--- config.mk ---
export PLATFORM = sky130hd
export DESIGN_NAME = phase_accum_sequencer_flat
export DESIGN_NICKNAME = d
export VERILOG_FILES = /design/src/rtl/phase_accum_sequencer_pkg.sv /design/src/rtl/phase_accum_sequencer_if.sv /design/src/rtl/phase_accum_sequencer_phase_store.sv /design/src/rtl/phase_accum_sequencer.sv /design/src/flat_wrapper.sv
export SDC_FILE = /design/constraint.sdc
export NUM_CORES = 2
export LEC_CHECK = 0
export CELL_PAD_IN_SITES_DETAIL_PLACEMENT = 0
export CELL_PAD_IN_SITES_GLOBAL_PLACEMENT = 1
export CORE_MARGIN = 2
export CORE_UTILIZATION = 40
export CTS_BUF_LIST = sky130_fd_sc_hd__clkbuf_2 sky130_fd_sc_hd__clkbuf_4 sky130_fd_sc_hd__clkbuf_8
export CTS_CLUSTER_SIZE = 10
export DETAILED_ROUTE_END_ITERATION = 12
export GPL_TIMING_DRIVEN = 0
export PLACE_DENSITY = 0.66
export SLEW_MARGIN = 30
export SYNTH_ARGS = -nofsm -noshare
export SYNTH_HDL_FRONTEND = slang
export SYNTH_SLANG_ARGS = --single-unit
--- constraint.sdc ---
create_clock -name clk -period 5.8 [get_ports clk]
set_input_delay 0.58 -clock clk [delete_from_list [all_inputs] [get_ports clk]]
set_output_delay 0.58 -clock clk [all_outputs]
set_load 0.01 [all_outputs]
--- src/rtl/phase_accum_sequencer_pkg.sv ---
// Shared constants and FSM state type for the phase accumulator sequencer.
// Optional hard-sync support is selected with PHASE_HARD_SYNC_EN.
package synth_pkg;
  localparam int NVOICE      = 16;
  localparam int VOICE_IDX_W = 4;
  localparam int ACC_W_DEF   = 52;
  localparam int OUT_W_DEF   = 16;

  typedef enum logic [1:0] {
    CLEAR,
    IDLE,
    RD,
    WR
  } seq_state_e;
endpackage

--- src/rtl/phase_accum_sequencer_if.sv ---
// Host/control and phase-output bundle of the sequencer.
// sync_req exists only when PHASE_HARD_SYNC_EN is defined.
interface phase_accum_sequencer_if
  import synth_pkg::*;
#(
  parameter int ACC_W = ACC_W_DEF,
  parameter int OUT_W = OUT_W_DEF
);
  logic                   sample_tick;
  logic                   inc_we;
  logic [VOICE_IDX_W-1:0] inc_addr;
  logic [ACC_W-1:0]       inc_data;
`ifdef PHASE_HARD_SYNC_EN
  logic [NVOICE-1:0]      sync_req;
`endif
  logic [OUT_W-1:0]       phase_out;
  logic [VOICE_IDX_W-1:0] phase_voice;
  logic                   phase_valid;
  logic                   phase_wrap;
  logic                   sweep_done;
  logic                   busy;
  logic                   overrun;

  modport master (
    output sample_tick, inc_we, inc_addr, inc_data,
`ifdef PHASE_HARD_SYNC_EN
    output sync_req,
`endif
    input  phase_out, phase_voice, phase_valid, phase_wrap,
    input  sweep_done, busy, overrun
  );

  modport slave (
    input  sample_tick, inc_we, inc_addr, inc_data,
`ifdef PHASE_HARD_SYNC_EN
    input  sync_req,
`endif
    output phase_out, phase_voice, phase_valid, phase_wrap,
    output sweep_done, busy, overrun
  );
endinterface

--- src/rtl/phase_accum_sequencer_phase_store.sv ---
// 16-entry phase store: asynchronous read, synchronous write, no reset,
// so it maps onto distributed RAM.
module phase_store
  import synth_pkg::*;
#(
  parameter int ACC_W = ACC_W_DEF
) (
  input  logic                   clk,
  input  logic                   i_we,
  input  logic [VOICE_IDX_W-1:0] i_addr,
  input  logic [ACC_W-1:0]       i_wdata,
  output logic [ACC_W-1:0]       o_rdata
);
  logic [ACC_W-1:0] r_mem [NVOICE];

  always_ff @(posedge clk) begin
    if (i_we) r_mem[i_addr] <= i_wdata;
  end

  assign o_rdata = r_mem[i_addr];
endmodule

--- src/rtl/phase_accum_sequencer.sv ---
// Time-multiplexed 16-voice phase accumulator: RD/WR sweep over the phase
// store on each sample tick. Optional per-voice hard sync: PHASE_HARD_SYNC_EN.
module phase_accum_sequencer
  import synth_pkg::*;
#(
  parameter int ACC_W = ACC_W_DEF,
  parameter int OUT_W = OUT_W_DEF
) (
  input  logic                  clk,
  input  logic                  reset,
  phase_accum_sequencer_if.slave bus
);
  localparam logic [VOICE_IDX_W-1:0] LAST_V = VOICE_IDX_W'(NVOICE - 1);

  seq_state_e             r_state, w_state_nxt;
  logic [VOICE_IDX_W-1:0] r_voice, w_voice_nxt;
  logic                   r_pending, w_pending_nxt;
  logic                   w_overrun, w_out_ld, w_done;

  logic [ACC_W-1:0]       r_inc [NVOICE];
  logic [ACC_W-1:0]       r_ph_lat, r_inc_lat;
  logic [ACC_W:0]         w_sum;
  logic [ACC_W-1:0]       w_upd_phase;
  logic                   w_upd_wrap;

  logic                   w_st_we;
  logic [ACC_W-1:0]       w_st_wdata, w_st_rdata;

  logic [OUT_W-1:0]       r_phase_out;
  logic [VOICE_IDX_W-1:0] r_phase_voice;
  logic                   r_phase_valid, r_phase_wrap, r_sweep_done, r_overrun;

  phase_store #(.ACC_W(ACC_W)) u_store (
    .clk     (clk),
    .i_we    (w_st_we),
    .i_addr  (r_voice),
    .i_wdata (w_st_wdata),
    .o_rdata (w_st_rdata)
  );

  assign w_sum = {1'b0, r_ph_lat} + {1'b0, r_inc_lat};

`ifdef PHASE_HARD_SYNC_EN
  logic [NVOICE-1:0] r_sync, w_sync_clr;
  logic              w_sync_hit;

  assign w_sync_hit  = r_sync[r_voice];
  assign w_sync_clr  = (r_state == WR) ? ({{(NVOICE-1){1'b0}}, 1'b1} << r_voice) : '0;
  // A synced voice restarts from zero and takes one step, so it never wraps.
  assign w_upd_phase = w_sync_hit ? r_inc_lat : w_sum[ACC_W-1:0];
  assign w_upd_wrap  = w_sync_hit ? 1'b0 : w_sum[ACC_W];

  // A request arriving during its own voice's WR survives for the next sweep.
  always_ff @(posedge clk) begin
    if (reset) r_sync <= '0;
    else       r_sync <= (r_sync & ~w_sync_clr) | bus.sync_req;
  end
`else
  assign w_upd_phase = w_sum[ACC_W-1:0];
  assign w_upd_wrap  = w_sum[ACC_W];
`endif

  always_comb begin
    w_state_nxt   = r_state;
    w_voice_nxt   = r_voice;
    w_pending_nxt = r_pending;
    w_overrun     = 1'b0;
    w_out_ld      = 1'b0;
    w_done        = 1'b0;
    w_st_we       = 1'b0;
    w_st_wdata    = '0;

    // Ticks outside IDLE queue one deep; any further tick is dropped.
    if (bus.sample_tick && r_state != IDLE) begin
      if (r_pending) w_overrun     = 1'b1;
      else           w_pending_nxt = 1'b1;
    end

    case (r_state)
      CLEAR: begin
        w_st_we = 1'b1;
        if (r_voice == LAST_V) begin
          w_state_nxt = IDLE;
          w_voice_nxt = '0;
        end else begin
          w_voice_nxt = r_voice + 1'b1;
        end
      end
      IDLE: begin
        if (bus.sample_tick || r_pending) begin
          w_state_nxt   = RD;
          w_voice_nxt   = '0;
          w_pending_nxt = 1'b0;
        end
      end
      RD: w_state_nxt = WR;
      WR: begin
        w_st_we    = 1'b1;
        w_st_wdata = w_upd_phase;
        w_out_ld   = 1'b1;
        if (r_voice == LAST_V) begin
          w_state_nxt = IDLE;
          w_voice_nxt = '0;
          w_done      = 1'b1;
        end else begin
          w_state_nxt = RD;
          w_voice_nxt = r_voice + 1'b1;
        end
      end
      default: begin
        w_state_nxt = CLEAR;
        w_voice_nxt = '0;
      end
    endcase
  end

  always_ff @(posedge clk) begin
    if (reset) begin
      r_state   <= CLEAR;
      r_voice   <= '0;
      r_pending <= 1'b0;
    end else begin
      r_state   <= w_state_nxt;
      r_voice   <= w_voice_nxt;
      r_pending <= w_pending_nxt;
    end
  end

  always_ff @(posedge clk) begin
    if (reset) begin
      for (int i = 0; i < NVOICE; i++) r_inc[i] <= '0;
    end else if (bus.inc_we) begin
      r_inc[bus.inc_addr] <= bus.inc_data;
    end
  end

  // The increment is captured here, so a same-edge host write lands one sweep later.
  always_ff @(posedge clk) begin
    if (r_state == RD) begin
      r_ph_lat  <= w_st_rdata;
      r_inc_lat <= r_inc[r_voice];
    end
  end

  always_ff @(posedge clk) begin
    if (reset) begin
      r_phase_out   <= '0;
      r_phase_voice <= '0;
      r_phase_valid <= 1'b0;
      r_phase_wrap  <= 1'b0;
      r_sweep_done  <= 1'b0;
      r_overrun     <= 1'b0;
    end else begin
      r_phase_valid <= w_out_ld;
      r_sweep_done  <= w_done;
      r_overrun     <= w_overrun;
      if (w_out_ld) begin
        r_phase_out   <= w_upd_phase[ACC_W-1 -: OUT_W];
        r_phase_voice <= r_voice;
        r_phase_wrap  <= w_upd_wrap;
      end
    end
  end

  assign bus.phase_out   = r_phase_out;
  assign bus.phase_voice = r_phase_voice;
  assign bus.phase_valid = r_phase_valid;
  assign bus.phase_wrap  = r_phase_wrap;
  assign bus.sweep_done  = r_sweep_done;
  assign bus.overrun     = r_overrun;
  assign bus.busy        = (r_state != IDLE);
endmodule
--- src/flat_wrapper.sv ---
// flat-port wrapper written by rule: the top's interface ports become plain ports
module phase_accum_sequencer_flat import synth_pkg::*;
#(
  parameter int ACC_W = ACC_W_DEF,
  parameter int OUT_W = OUT_W_DEF
)
  (clk, reset, bus_sample_tick, bus_inc_we, bus_inc_addr, bus_inc_data, bus_phase_out, bus_phase_voice, bus_phase_valid, bus_phase_wrap, bus_sweep_done, bus_busy, bus_overrun);
  phase_accum_sequencer_if #(.ACC_W(ACC_W), .OUT_W(OUT_W)) bus_i ();
  input  logic clk;
  input  logic reset;
  input wire logic [$bits(bus_i.sample_tick)-1:0] bus_sample_tick;
  input wire logic [$bits(bus_i.inc_we)-1:0] bus_inc_we;
  input wire logic [$bits(bus_i.inc_addr)-1:0] bus_inc_addr;
  input wire logic [$bits(bus_i.inc_data)-1:0] bus_inc_data;
  output wire logic [$bits(bus_i.phase_out)-1:0] bus_phase_out;
  output wire logic [$bits(bus_i.phase_voice)-1:0] bus_phase_voice;
  output wire logic [$bits(bus_i.phase_valid)-1:0] bus_phase_valid;
  output wire logic [$bits(bus_i.phase_wrap)-1:0] bus_phase_wrap;
  output wire logic [$bits(bus_i.sweep_done)-1:0] bus_sweep_done;
  output wire logic [$bits(bus_i.busy)-1:0] bus_busy;
  output wire logic [$bits(bus_i.overrun)-1:0] bus_overrun;
  assign bus_i.sample_tick = bus_sample_tick;
  assign bus_i.inc_we = bus_inc_we;
  assign bus_i.inc_addr = bus_inc_addr;
  assign bus_i.inc_data = bus_inc_data;
  assign bus_phase_out = bus_i.phase_out;
  assign bus_phase_voice = bus_i.phase_voice;
  assign bus_phase_valid = bus_i.phase_valid;
  assign bus_phase_wrap = bus_i.phase_wrap;
  assign bus_sweep_done = bus_i.sweep_done;
  assign bus_busy = bus_i.busy;
  assign bus_overrun = bus_i.overrun;
  phase_accum_sequencer #(.ACC_W(ACC_W), .OUT_W(OUT_W)) u_core (.clk(clk), .reset(reset), .bus(bus_i));
endmodule
Yosys cells after proc, flatten, opt, wreduce, memory -nomap -nowiden
Memory sizes are Yosys's and may differ from the RTL's. A register that Yosys moved wholly into a read port is not among the register bits.
Cells that the tools add are included.
- add/subtract/negate cells: 2
- eq/ne operators: 7
- mux-type cells: 25
- bitwise gates (word level): 2
- reduce and logical (&&, ||, !) cells: 10
- operators with widths (kind ; number):
    2-to-1 mux 52 bit ; 2
    adder 52 x 52 -> 53 bit ; 1
    OR reduction 52 bit ; 1
    2-to-1 mux 1 bit ; 15
    2-to-1 mux 4 bit ; 3
    one-hot mux 2 bit (4 select lines) ; 1
    one-hot mux 4 bit (2 select lines) ; 1
    2-to-1 mux 2 bit ; 3
    != test 2 x 1 -> 1 bit, second input constant ; 3
    OR reduction 2 bit ; 3
    adder 4 x 1 -> 4 bit, second input constant ; 1
    == test 2 bit, second input constant ; 2
    == test 4 bit, second input constant ; 1
    AND reduction 2 bit ; 2
    == test 2 x 1 -> 1 bit, second input constant ; 1
    logical NOT 2 bit ; 1
    inverter 1 bit ; 2
    nonzero test 2 bit ; 1
    logical AND 1 bit ; 1
    logical OR 1 bit ; 1
- register bits after elaboration: 31
- RAM bits: 1664
- input port bits: 60
- output and inout port bits: 25
- memories: 2
- memory list (memory ; words ; bits a word ; rd ports ; clocked after memory_dff ; wr ports ; RTL line ; source):
    u_core.r_inc ; 16 ; 52 ; 1 ; 1 ; 16 ; phase_accum_sequencer.sv:20 ; logic [ACC_W-1:0] r_inc [NVOICE];
    u_core.u_store.r_mem ; 16 ; 52 ; 1 ; 1 ; 1 ; phase_accum_sequencer_phase_store.sv:14 ; logic [ACC_W-1:0] r_mem [NVOICE];

Longest topological paths before layout
- depth after elaboration: 5
- depth in mapped cells: 12

Hierarchy
Synthesis repeated with hierarchy kept, for this count alone.
- cells, all modules: 4232
- area, all modules: 76007.9 um^2
- by module, submodules not included (module ; times used ; cells each ; area each (um^2) ; sequential area each (um^2)):
    phase_accum_sequencer ; 1 ; 2938 ; 44818.0 ; 28727.6
    phase_store ; 1 ; 1294 ; 31189.9 ; 24984.0

Worst setup path before layout
No wires, ideal clock.
- path type: input-to-reg
- from: input reset
- to: memory u_core.r_inc[4][0] (netlist bit), enable pin
- library setup time: 0.534 ns
- arrival: 4.842 ns
- required time: 5.266 ns
- path slack: 0.424 ns
- stages: 5
- path buffers: 1
- cells stage by stage: inv_1 > nand2_1 > or3_1 > clkbuf_1 > o21ai_0
- RTL lines (item ; RTL line ; source):
    start, declared ; flat_wrapper.sv:10 ; input logic reset;
    end, declared ; phase_accum_sequencer.sv:20 ;

Worst setup path in the final report
- from: register u_core.r_inc_lat[0] (read register of u_core.r_inc)
- to: memory u_core.u_store.r_mem[3][48] (netlist bit) (data pin)
- cells in the longest elaborated chain, start to end: 2
- RTL lines (item ; RTL line ; source):
    start, declared ; phase_accum_sequencer.sv:21 ; logic [ACC_W-1:0] r_ph_lat, r_inc_lat;
    adder 52 x 52 -> 53 bit ; phase_accum_sequencer.sv:41 ; assign w_sum = {1'b0, r_ph_lat} + {1'b0, r_inc_lat};
    2-to-1 mux 52 bit ; phase_accum_sequencer.sv:79 ; case (r_state)
    via u_core.u_store.i_wdata[48] ; phase_accum_sequencer_phase_store.sv:11 ; input logic [ACC_W-1:0] i_wdata,
    end, declared ; phase_accum_sequencer_phase_store.sv:14 ;
The timed path passes the listed nets, and every way through them passes these cells.

==> reports/metrics.cfg <==
[worst_setup_path]
critPathCaptureType = flip-flop
worstPathArrival_ns = 5.15
worstPathMaxFanout = 16
crit_family = compound AO/OA/AOI/OAI gates
crit_path_max_incr_delay_ns = 0.91
start_kind = flip-flop
worstSetupPathType = flip-flop to flip-flop
slowest_stage = a31oi_1
worstPathRequired_ns = 6.51
path_cells = ha_1 > inv_1 > fa_1 > nand2b_1 > a21oi_2 > o311ai_4 > o21ai_1 > a31oi_1 > o211ai_1 > xor2_1 > and2_1
cp.buffers_inverters = 1

[cts]
cts.sinks = 1799
post_cts_buffers = 0
cts_resized = 0
htreeDepth = 5
cts_tree = yes
path_clk_slew_ns = 0.06
cts-hold-fix-buffers = 0
numCtsBuffers = 319
clk_latency_ns = 1.02
clk_path_buf_depth = 4
cts-root-buf = clkbuf_8

[yosys]
netlist_area_um2 = 76100
netlist.top_cell.by_area = edfxtp_1
synth_top_cell_area_share_pct = 69.8
synth_area_per_cell_um2 = 18.7
synth_area_leaders = edfxtp_1 70%, mux4_2 15%, and2_1 7.2%, clkbuf_1 1.1%, ha_1 1.0%
syn-instance-count = 4080
ys_warn_count = 0
async_flop_share_pct = 0
synth_commonest_cells = 1768 x edfxtp_1, 871 x and2_1, 520 x mux4_2
ys_seq_area_share_pct = 70.6
ys.flop_type = edfxtp_1
ys_ff_latch = 1799
syn_nets = 4202
ys_types = 80
synth-edff-count = 1768
synth_most_common_cell = edfxtp_1

[placement]
place_ws_ns = 1.49
placed_cell_area_um2 = 83700
hpwl_um = 144000
port_buffers = 84
place_congestion = 0.789

[floorplanning]
initial_utilization_pct = 40.1
core_um2 = 190000
dieWidth_um = 440
boundaryPins = 85
rows = 160
die_h_um = 440
die_area_um2 = 194000

[route]
wl_met3_um = 10700
routed_wl_um = 199000
drt-pass1-iter-count = 5
detailroute.via_count = 39400
viasPerCell = 5.35
wl_met2_um = 102000
top_layer_used = met4
drc = 0
ant_nets = 0
wl_met1_um = 81500
drt_first_iter_violations = 3853
wl_per_cell_um = 27.0

[grt]
grt_antenna_before_repair = 18
grt_max_degree = 41
grt_remaining_overflow = 0
first_global_vias = 41400
grt_pass1_wl_um = 288000
grtUsageTotal_pct = 20.7

[timing]
rsz0062_at_grt = false
clock.fmax_mhz = 225
period_minus_slack_ns = 4.43
setup_viol = 0
final.period_utilization_pct = 76.5
fin_skew_ns = 0.0694
tightest_slew_ns = 1.13
relSlewSlack_pct = 24.4
drv_slew = 0
hold_violations = 0
fin_ws_ns = 1.37
holdWs_ns = 0.192

[min_path]
hold_class = input port to flip-flop

[power]
p_leak_uw = 0.0290
peakVddDrop_uv = 281
powerDensity_nw_per_um2 = 389

[job]
maxCapViolCount = 0

[run_status]
outcome = completed

[final_layout]
fin_nets = 4768
drive_gt1_share_pct = 26.6
design_area_um2 = 89400
syn_to_final_growth_pct = 17.5

area by class of cell:
type | count | area (um^2)
clock inverter | 114 | 592
clock buffer | 410 | 5130
antenna | 7 | 17.5
multi-input combinational | 1969 | 21600
inverter | 27 | 101
tap | 2511 | 3140
timing repair buffer | 245 | 4020
buffer | 285 | 1160
sequential | 1799 | 53700
fill | 16000 | 100000
power by group:
part           leakage, uW  internal (uW)  switching (uW)
combinational      0.00979           3750            4440
clock              0.00303           5900            5030
sequential          0.0162          15400             233
total               0.0290          25100            9700
registers in the layout, summed over array words and instances (netlist names):
| register | flops |
|---|---|
| u_core.bus.phase_wrap | 1 |
| u_core.bus.phase_out | 16 |
| u_core.bus.phase_valid | 1 |
| u_core.r_ph_lat | 52 |
| u_core.r_state | 2 |
| u_core.bus.sweep_done | 1 |
| u_core.r_inc_lat | 52 |
| u_core.r_inc | 832 |
| u_core.bus.phase_voice | 4 |
| u_core.u_store.r_mem | 832 |
| u_core.r_pending | 1 |
| u_core.r_voice | 4 |
| u_core.bus.overrun | 1 |
metal layers:
layer	GRT usage, %	vias up
li1	-	17200
met1	27.0	20700
met2	35.5	1196
met3	3.54	324
met4	6.01	0
met5	0	-
worst paths after layout:
path                                                    start                                     to  slack, ns  cells after the start
worst max-delay path            u_core.r_inc_lat[0]$_DFFE_PP_  u_core.u_store.r_mem[3][48]$_DFFE_PP_       1.37                     11
worst min-delay path                          bus_sample_tick          u_core.bus.overrun$_SDFF_PP0_       0.19                      3
worst max register to register  u_core.r_inc_lat[0]$_DFFE_PP_  u_core.u_store.r_mem[3][48]$_DFFE_PP_       1.37                     11
worst min register to register    u_core.r_pending$_SDFF_PP0_          u_core.bus.overrun$_SDFF_PP0_       0.43                      2
kinds of logic after synthesis:
group	after synthesis	synth area share (%)
mux	535	15.6
compound gates	230	2.12
simple gates	1103	8.66
buf+inv	312	1.59
xor+xnor	39	0.449
flops	1799	70.6
fa+ha+maj	62	1.03
through the flow:
step | util [%] | instances | setup TNS (ns) | power (uW)
CTS | 47.2 | 7360 | 0 | 35200
finish | 47.2 | 7367 | 0 | 34800
detailed placement | 44.1 | 6836 | 0 | 24200
global placement | 42.2 | 6675 | -5598.59 | 23300
global route | 47.2 | 7363 | 0 | 36100
floorplan | - | 4080 | 0 | 20800
placed cells by master (no fill, tap or decap), types with 8 or more instances in the layout:
cell type        synthesis  layout
and2_1                 871     871
clkdlybuf4s50_1          0      84
o21ai_4                  0      12
nand2b_1                13      13
nand3_1                 15      15
mux2i_1                 15      13
clkbuf_2                 1      28
and3_1                  11      11
a21o_1                  26      26
nor2_2                   1       8
o21ai_0                 41      29
buf_16                   0      90
nand4_1                 12      12
o211ai_1                11      11
clkinv_1                 0      74
nor2_1                  70      46
buf_8                    0      12
o21bai_1                 9       9
buf_2                   30      46
clkbuf_1               228     204
nor3_2                   1       9
dfxtp_1                 31      31
ha_1                    61      60
clkinv_2                 0      31
nand2_1                 53      53
nor2_4                   0      17
nor3_1                  17       9
xnor2_1                 18      18
buf_4                    0      48
clkbuf_4                 0      82
clkbuf_8                 0     328
mux4_2                 520     520
xor2_1                  21      21
edfxtp_1              1768    1768
inv_1                   26      26
a21oi_1                 64      64
worst register-to-register path: cells and delay by family, from the launching register on:
| kind | cells | cell delay, ns |
|---|---|---|
| and+or+nand+nor | 2 | 0.68 |
| buffers and inverters | 1 | 0.08 |
| adders and majority gates | 2 | 0.46 |
| DFF | 1 | 0.46 |
| AOI/OAI and AO/OA | 5 | 2.14 |
| xor gates and xnor gates | 1 | 0.32 |
Power figures use the tool's default switching activity.
